<file path="src/rtl/cordic_freq_disc.sv">
// -----------------------------------------------------------------------------
// cordic_freq_disc
//
// Frequency discriminator placed behind a CORDIC vectoring pipeline. Tracks
// sample validity through the CORDIC latency, forms the wrapped phase step
// between consecutive samples (instantaneous frequency) with magnitude squelch,
// averages frequency and magnitude over 2^DECIM_LOG2 samples and queues the
// window results in a small FIFO behind a valid/ready handshake.
//
// Ports:
//   clock        single clock shared with the CORDIC
//   reset        asynchronous, active-high; clears all state
//   in_valid     high in the cycle x_start/y_start enter the CORDIC
//   magnitude    signed CORDIC magnitude (WIDTH bits)
//   phase        signed Q1.31 CORDIC phase (angle/pi)
//   mag_thresh   signed squelch threshold, quasi-static
//   out_valid    result FIFO is non-empty
//   out_ready    consumer accepts the head entry
//   freq_out     signed Q1.31 mean phase step per sample (0 when empty)
//   mag_out      signed mean magnitude over the window (0 when empty)
//   squelch_out  some sample in the window was below threshold (0 when empty)
//   overflow     sticky: a result was dropped because the FIFO was full
// -----------------------------------------------------------------------------
module cordic_freq_disc #(
    parameter int WIDTH      = 16,
    parameter int LATENCY    = 17,
    parameter int DECIM_LOG2 = 3,
    parameter int FIFO_DEPTH = 4
) (
    input  logic             clock,
    input  logic             reset,
    input  logic             in_valid,
    input  logic [WIDTH-1:0] magnitude,
    input  logic [31:0]      phase,
    input  logic [WIDTH-1:0] mag_thresh,
    output logic             out_valid,
    input  logic             out_ready,
    output logic [31:0]      freq_out,
    output logic [WIDTH-1:0] mag_out,
    output logic             squelch_out,
    output logic             overflow
);

    localparam int N    = 1 << DECIM_LOG2;
    localparam int CW   = (DECIM_LOG2 > 0) ? DECIM_LOG2 : 1;
    localparam int AFW  = 32 + DECIM_LOG2;
    localparam int AMW  = WIDTH + DECIM_LOG2;
    localparam int PTRW = $clog2(FIFO_DEPTH);
    localparam int EW   = 1 + WIDTH + 32;

    // ---------------------------------------------------------------- valid pipe
    // The CORDIC has no reset; its outputs are only trusted while s_valid is high.
    logic [LATENCY-1:0] vpipe_q;
    logic               s_valid;

    assign s_valid = vpipe_q[LATENCY-1];

    always_ff @(posedge clock or posedge reset) begin
        if (reset) begin
            vpipe_q <= '0;
        end else begin
            vpipe_q <= {vpipe_q[LATENCY-2:0], in_valid};
        end
    end

    // ---------------------------------------------------------------- stage A
    logic             a_valid_q;
    logic [31:0]      a_dphi_q;
    logic [WIDTH-1:0] a_mag_q;
    logic             a_sq_q;
    logic [31:0]      prev_phase_q;
    logic             have_prev_q;
    logic             mag_ok;

    assign mag_ok = $signed(magnitude) >= $signed(mag_thresh);

    always_ff @(posedge clock or posedge reset) begin
        if (reset) begin
            a_valid_q    <= 1'b0;
            a_dphi_q     <= '0;
            a_mag_q      <= '0;
            a_sq_q       <= 1'b0;
            prev_phase_q <= '0;
            have_prev_q  <= 1'b0;
        end else begin
            a_valid_q <= s_valid;
            if (s_valid) begin
                a_mag_q <= magnitude;
                if (mag_ok) begin
                    // Plain 32-bit subtraction gives the wrap across +/-pi for free.
                    a_dphi_q     <= have_prev_q ? (phase - prev_phase_q) : '0;
                    prev_phase_q <= phase;
                    have_prev_q  <= 1'b1;
                    a_sq_q       <= 1'b0;
                end else begin
                    // A squelched sample breaks the phase history.
                    a_dphi_q    <= '0;
                    have_prev_q <= 1'b0;
                    a_sq_q      <= 1'b1;
                end
            end
        end
    end

    // ---------------------------------------------------------------- stage B
    logic [AFW-1:0]   acc_f_q;
    logic [AMW-1:0]   acc_m_q;
    logic             win_sq_q;
    logic [CW-1:0]    cnt_q;
    logic [AFW-1:0]   sum_f_d;
    logic [AMW-1:0]   sum_m_d;
    logic             res_valid_q;
    logic [31:0]      res_freq_q;
    logic [WIDTH-1:0] res_mag_q;
    logic             res_sq_q;

    always_comb begin
        sum_f_d = acc_f_q + AFW'($signed(a_dphi_q));
        sum_m_d = acc_m_q + AMW'($signed(a_mag_q));
    end

    // The window result is registered once more before entering the FIFO so the
    // divide-by-shift and the FIFO write are in separate cycles.
    always_ff @(posedge clock or posedge reset) begin
        if (reset) begin
            acc_f_q     <= '0;
            acc_m_q     <= '0;
            win_sq_q    <= 1'b0;
            cnt_q       <= '0;
            res_valid_q <= 1'b0;
            res_freq_q  <= '0;
            res_mag_q   <= '0;
            res_sq_q    <= 1'b0;
        end else begin
            res_valid_q <= 1'b0;
            if (a_valid_q) begin
                if (cnt_q == CW'(N - 1)) begin
                    // Arithmetic shift of the full-width sum, truncated.
                    res_valid_q <= 1'b1;
                    res_freq_q  <= sum_f_d[AFW-1:DECIM_LOG2];
                    res_mag_q   <= sum_m_d[AMW-1:DECIM_LOG2];
                    res_sq_q    <= win_sq_q | a_sq_q;
                    acc_f_q     <= '0;
                    acc_m_q     <= '0;
                    win_sq_q    <= 1'b0;
                    cnt_q       <= '0;
                end else begin
                    acc_f_q  <= sum_f_d;
                    acc_m_q  <= sum_m_d;
                    win_sq_q <= win_sq_q | a_sq_q;
                    cnt_q    <= cnt_q + CW'(1);
                end
            end
        end
    end

    // ---------------------------------------------------------------- result FIFO
    logic [EW-1:0]   mem_q [FIFO_DEPTH];
    logic [PTRW-1:0] wptr_q;
    logic [PTRW-1:0] rptr_q;
    logic [PTRW:0]   fcnt_q;
    logic            overflow_q;
    logic            empty;
    logic            full;
    logic            rd_en;
    logic            wr_en;
    logic [EW-1:0]   head;

    assign empty = (fcnt_q == '0);
    assign full  = (fcnt_q == (PTRW+1)'(FIFO_DEPTH));
    assign rd_en = !empty && out_ready;
    // A full FIFO still accepts a write when the head is leaving this cycle.
    assign wr_en = res_valid_q && (!full || rd_en);

    always_ff @(posedge clock) begin
        if (wr_en) begin
            mem_q[wptr_q] <= {res_sq_q, res_mag_q, res_freq_q};
        end
    end

    always_ff @(posedge clock or posedge reset) begin
        if (reset) begin
            wptr_q     <= '0;
            rptr_q     <= '0;
            fcnt_q     <= '0;
            overflow_q <= 1'b0;
        end else begin
            if (wr_en) begin
                wptr_q <= wptr_q + PTRW'(1);
            end
            if (rd_en) begin
                rptr_q <= rptr_q + PTRW'(1);
            end
            case ({wr_en, rd_en})
                2'b10:   fcnt_q <= fcnt_q + (PTRW+1)'(1);
                2'b01:   fcnt_q <= fcnt_q - (PTRW+1)'(1);
                default: fcnt_q <= fcnt_q;
            endcase
            if (res_valid_q && full && !rd_en) begin
                overflow_q <= 1'b1;
            end
        end
    end

    always_comb begin
        head = mem_q[rptr_q];
        if (empty) begin
            head = '0;
        end
        {squelch_out, mag_out, freq_out} = head;
    end

    assign out_valid = !empty;
    assign overflow  = overflow_q;

endmodule

</file>
<file path="config.mk">
export PLATFORM = sky130hd
export DESIGN_NAME = cordic_freq_disc
export DESIGN_NICKNAME = d
export VERILOG_FILES = /design/src/rtl/cordic_freq_disc.sv
export SDC_FILE = /design/constraint.sdc
export NUM_CORES = 1
export LEC_CHECK = 0
export CORE_ASPECT_RATIO = 0.9
export CORE_UTILIZATION = 45
export DETAILED_ROUTE_END_ITERATION = 10
export PLACE_DENSITY = 0.67
export SYNTH_ARGS = -nofsm -noshare
export SYNTH_HDL_FRONTEND = slang
export SYNTH_SLANG_ARGS = --single-unit
</file>
<file path="constraint.sdc">
create_clock -name clock -period 26.3 [get_ports clock]
set_clock_uncertainty 0.2 [all_clocks]
set_input_delay 7.89 -clock clock [delete_from_list [all_inputs] [get_ports clock]]
set_output_delay 7.89 -clock clock [all_outputs]
set_load 0.1 [all_outputs]
</file>
==> impl_results.md <==
* Outcome: complete, no violations
* First-pass GRT wire length at 63.21 mm
* Number of diodes at 0
* Fraction of the mapped netlist area in adder cells at slightly above 7%
* Slowest cell on crit path: clkdlybuf4s50_1
* Synth Area in Compound Gates at 12.91%
* CTS sink count at 412
* Sequential Power Share at approximately 33%
* Slew headroom at around 29%
* Final Cycle Share at a little over two fifths
* EDFF count, synth at 196
* Drt wl/cell at between 15 and 20 um
* Mux contribution to synthesized area at between 7 and 8%
* CP cell instances: buf_4, mux4_2, and2_1, clkdlybuf4s50_1
* Max cap viols at 0
* Antenna violations before repair at 0
* Clock Latency Late Sink at between 0.5 and 0.6 ns
* Initial Utilization at a little under half
* Site Rows at a little over 70
* Area contributors post-synth: edfxtp_1 (30%), dfrtp_1 (28%), ha_1 (6.8%), mux4_2 (5.6%), inv_1 (2.4%)
* Critical path endpoint category: output pin
* Peak supply drop at ~0.099 mV
* CP max stage delay at between 0.9 and 1 ns
* Drc violations at 0
* Seq/Total Area, Yosys at approximately 58%
* Post-route ant nets at 0
* Chip Width at about 220 um
* GPL Wtd Cong at about 0.84
* Netlist cell types at 74
* Largest net degree at the start of global routing at 140
* Setup Fix Bufs, Post-CTS at 0
* Vias in the first global route at ~12000
* Top-count cell post-synth: dfrtp_1
* Post-synth top cells: dfrtp_1 (216), edfxtp_1 (196), inv_1 (126), nand2_1 (122), ha_1 (106)
* Critical Path RT at 18.21 ns
* Root Buffer: clkbuf_16
* Core Area at about 43000 sq um
* Setup CP Type: reg -> out
* Clock-pin slew on the worst setup and hold paths at ~0.060 ns
* Tmin final at 11.55 ns
* Min-Delay Path Depth at 0
* Gr ovfl total at 0
* Worst min-delay path class: reg -> reg
* Placed Area at around 21000 sq um
* XOR/XNOR Fraction of Synth Area at roughly 3.7%
* Fmax at 86.55 MHz
* Cell leakage power at roughly 9.4 nW
* Max-slew violation count at 0
* H-tree Lvls at 2
* Post-synth top flop: dfrtp_1
* Startpoint type of the worst setup path: flip-flop
* Max Root-Sink Buffers at 3
* Post-detail-place hpwl at 26.31 mm
* Synth Area in Simple Gates at 7.882%
* Largest family of logic cells by synthesized area: compound AO/OA/AOI/OAI gates
* Reg2reg path depth at 13
* Multi-input gate area at 7624 sq um
* RSZ-0062 raised after global routing: false
* Final Hold Viols at 0
* Final Setup Violations at 0
* Psw at between 0.001 and 0.0015 W
* Initial detailed-routing violation count at about 660
* Power share of the clock group at a little over a fifth
* CTS tree: built
* Fillers at between 3000 and 4000
* Die Span Y at between 200 and 250 um
* Design area at approximately 23000 sq um
* Critical-path maximum fanout at between 50 and 60
* Die ar. at around 44000 sq um
* Top cell type by total area after synthesis: edfxtp_1
* Share of cells above drive strength 1 at 10.58%
* Ys Warns at 0
* P_int at 0.001615 W
* DR vias/cell at roughly 5.3
* #FFs+latches synth at just over 400
* Synth top area share at around 30%
* Synth async-reset ratio at 52.43%
* Comb power frac at between 40% and 50%
* Slew @ Worst Pin at 1.061 ns
* DR pass1 iterations at 5
* Vias post-DR at around 12000
* Mapped Area at between 15000 and 20000 sq um
* Num CTS Buffers at 43
* Number of top-level pins at roughly 120
* Post_cts resized at 0
* Hold-fix buffers, CTS at 0
* CP arrival at 3.46 ns
* Final TNS setup at 0 ns
* Reg area at 11290 sq um
* # port buffers at 118
* Net Sw Frac at a little over two fifths
* Syn_nets at about 1700
* Area grow syn2layout at 16.05%
* Final nets at between 1500 and 2000
* PwrDens at ~120 nW/um^2
* Mean post-synth cell area at roughly 13 sq um
* GRT Overall Usage at roughly 18%
* WL final at about 38 mm
* Cell count after synthesis at 1561
-- cells by family after synthesis --
| family | count (synthesis) |
|---|---|
| xor+xnor | 81 |
| simple gates | 310 |
| flops | 412 |
| buf+inv | 186 |
| compound gates | 385 |
| fa+ha+maj | 110 |
| mux | 77 |
-- worst max-delay path, delay by kind of cell (launching register included) --
kind / cells / cell delay (ns)
DFF: 1 / 0.34
and+or+nand+nor: 1 / 0.18
muxes: 1 / 0.65
buffers and inverters: 2 / 1.72
-- power by group through the flow --
stage / clock (W) / combinational [W] / sequential, W
floorplan: 0 / 0.00100 / 0.000907
global placement: 0 / 0.00126 / 0.000932
detailed placement: 0 / 0.00128 / 0.000941
CTS: 0.000603 / 0.00128 / 0.000929
global route: 0.000627 / 0.00137 / 0.000947
finish: 0.000588 / 0.00127 / 0.000930
-- registers in the layout (all words and copies together), names as in the netlist --
| register | flops |
|---|---|
| vpipe_q | 17 |
| a_dphi_q | 32 |
| have_prev_q | 1 |
| res_valid_q | 1 |
| prev_phase_q | 32 |
| acc_f_q | 35 |
| win_sq_q | 1 |
| a_valid_q | 1 |
| mem_q | 196 |
| wptr_q | 2 |
| overflow | 1 |
| rptr_q | 2 |
| cnt_q | 3 |
| acc_m_q | 19 |
| res_mag_q | 16 |
| res_freq_q | 32 |
| fcnt_q | 3 |
| a_sq_q | 1 |
| a_mag_q | 16 |
| res_sq_q | 1 |
-- path summary, 6_finish.rpt --
| path | startpoint | endpoint | slack (ns) |
|---|---|---|---|
| worst max-delay path | rptr_q[0] | mag_out[14] | 14.75 |
| worst min-delay path | vpipe_q[2] | vpipe_q[3] | 0.14 |
| worst max register to register | acc_f_q[0] | res_freq_q[29] | 22.81 |
| worst min register to register | vpipe_q[2] | vpipe_q[3] | 0.14 |
| max in group asynchronous | reset | rptr_q[0] | 16.51 |
| min in group asynchronous | reset | vpipe_q[0] | 7.78 |
-- area by class of cell --
type / count / area share (%)
well taps: 555 / 3.052
multi-input cells: 963 / 33.51
flip-flops and latches: 412 / 49.65
repair buffers: 130 / 5.588
clock buffers: 62 / 5.263
inverters: 126 / 2.112
clock inverters: 17 / 0.8250
-- cells in the final DEF (no fill, tap or decap), types with 5 or more instances in the layout --
master             n
a21o_1            42
a21oi_1           66
a22o_1            27
a31oi_1           13
and2_1            55
and2_2             5
and3_1            14
buf_4             12
clkbuf_1          14
clkbuf_16         43
clkbuf_8           5
clkdlybuf4s50_1  118
clkinv_2           7
dfrtp_1          213
edfxtp_1         196
ha_1             106
inv_1            125
mux2_2            26
mux4_2            49
nand2_1          121
nand2b_1          15
nand3_1           12
nand4_1            7
nor2_1            35
nor2b_1           18
nor3_1            10
o21a_1             8
o21ai_0           74
o21ai_1           44
o21bai_1           8
o22ai_1           45
or3_1              5
xnor2_1           44
xor2_1            36
-- metrics by stage --
step	hold slack (ns)	std cells	power (W)	utilization, %	setup slack, ns
floorplan	0.1312	1561	0.001912	-	12.30
detailed placement	0.1347	2186	0.002217	49.72	14.95
CTS	0.1467	2265	0.002814	52.94	14.63
global route	0.1513	2265	0.002948	52.94	14.53
global placement	0.1334	2186	0.002194	49.72	15.02
finish	0.1440	2265	0.002789	52.94	14.75
-- layer usage --
| layer | global-route usage [%] | up-vias | share of wire, % |
|---|---|---|---|
| li1 | - | 5943 | - |
| met1 | 26.20 | 5875 | 50 |
| met2 | 27.80 | 202 | 45 |
| met3 | 2.605 | 47 | 3.5 |
| met4 | 4.424 | 0 | 1.6 |
| met5 | 0 | - | 0 |
Note: power is estimated with default switching activity, not from simulation.
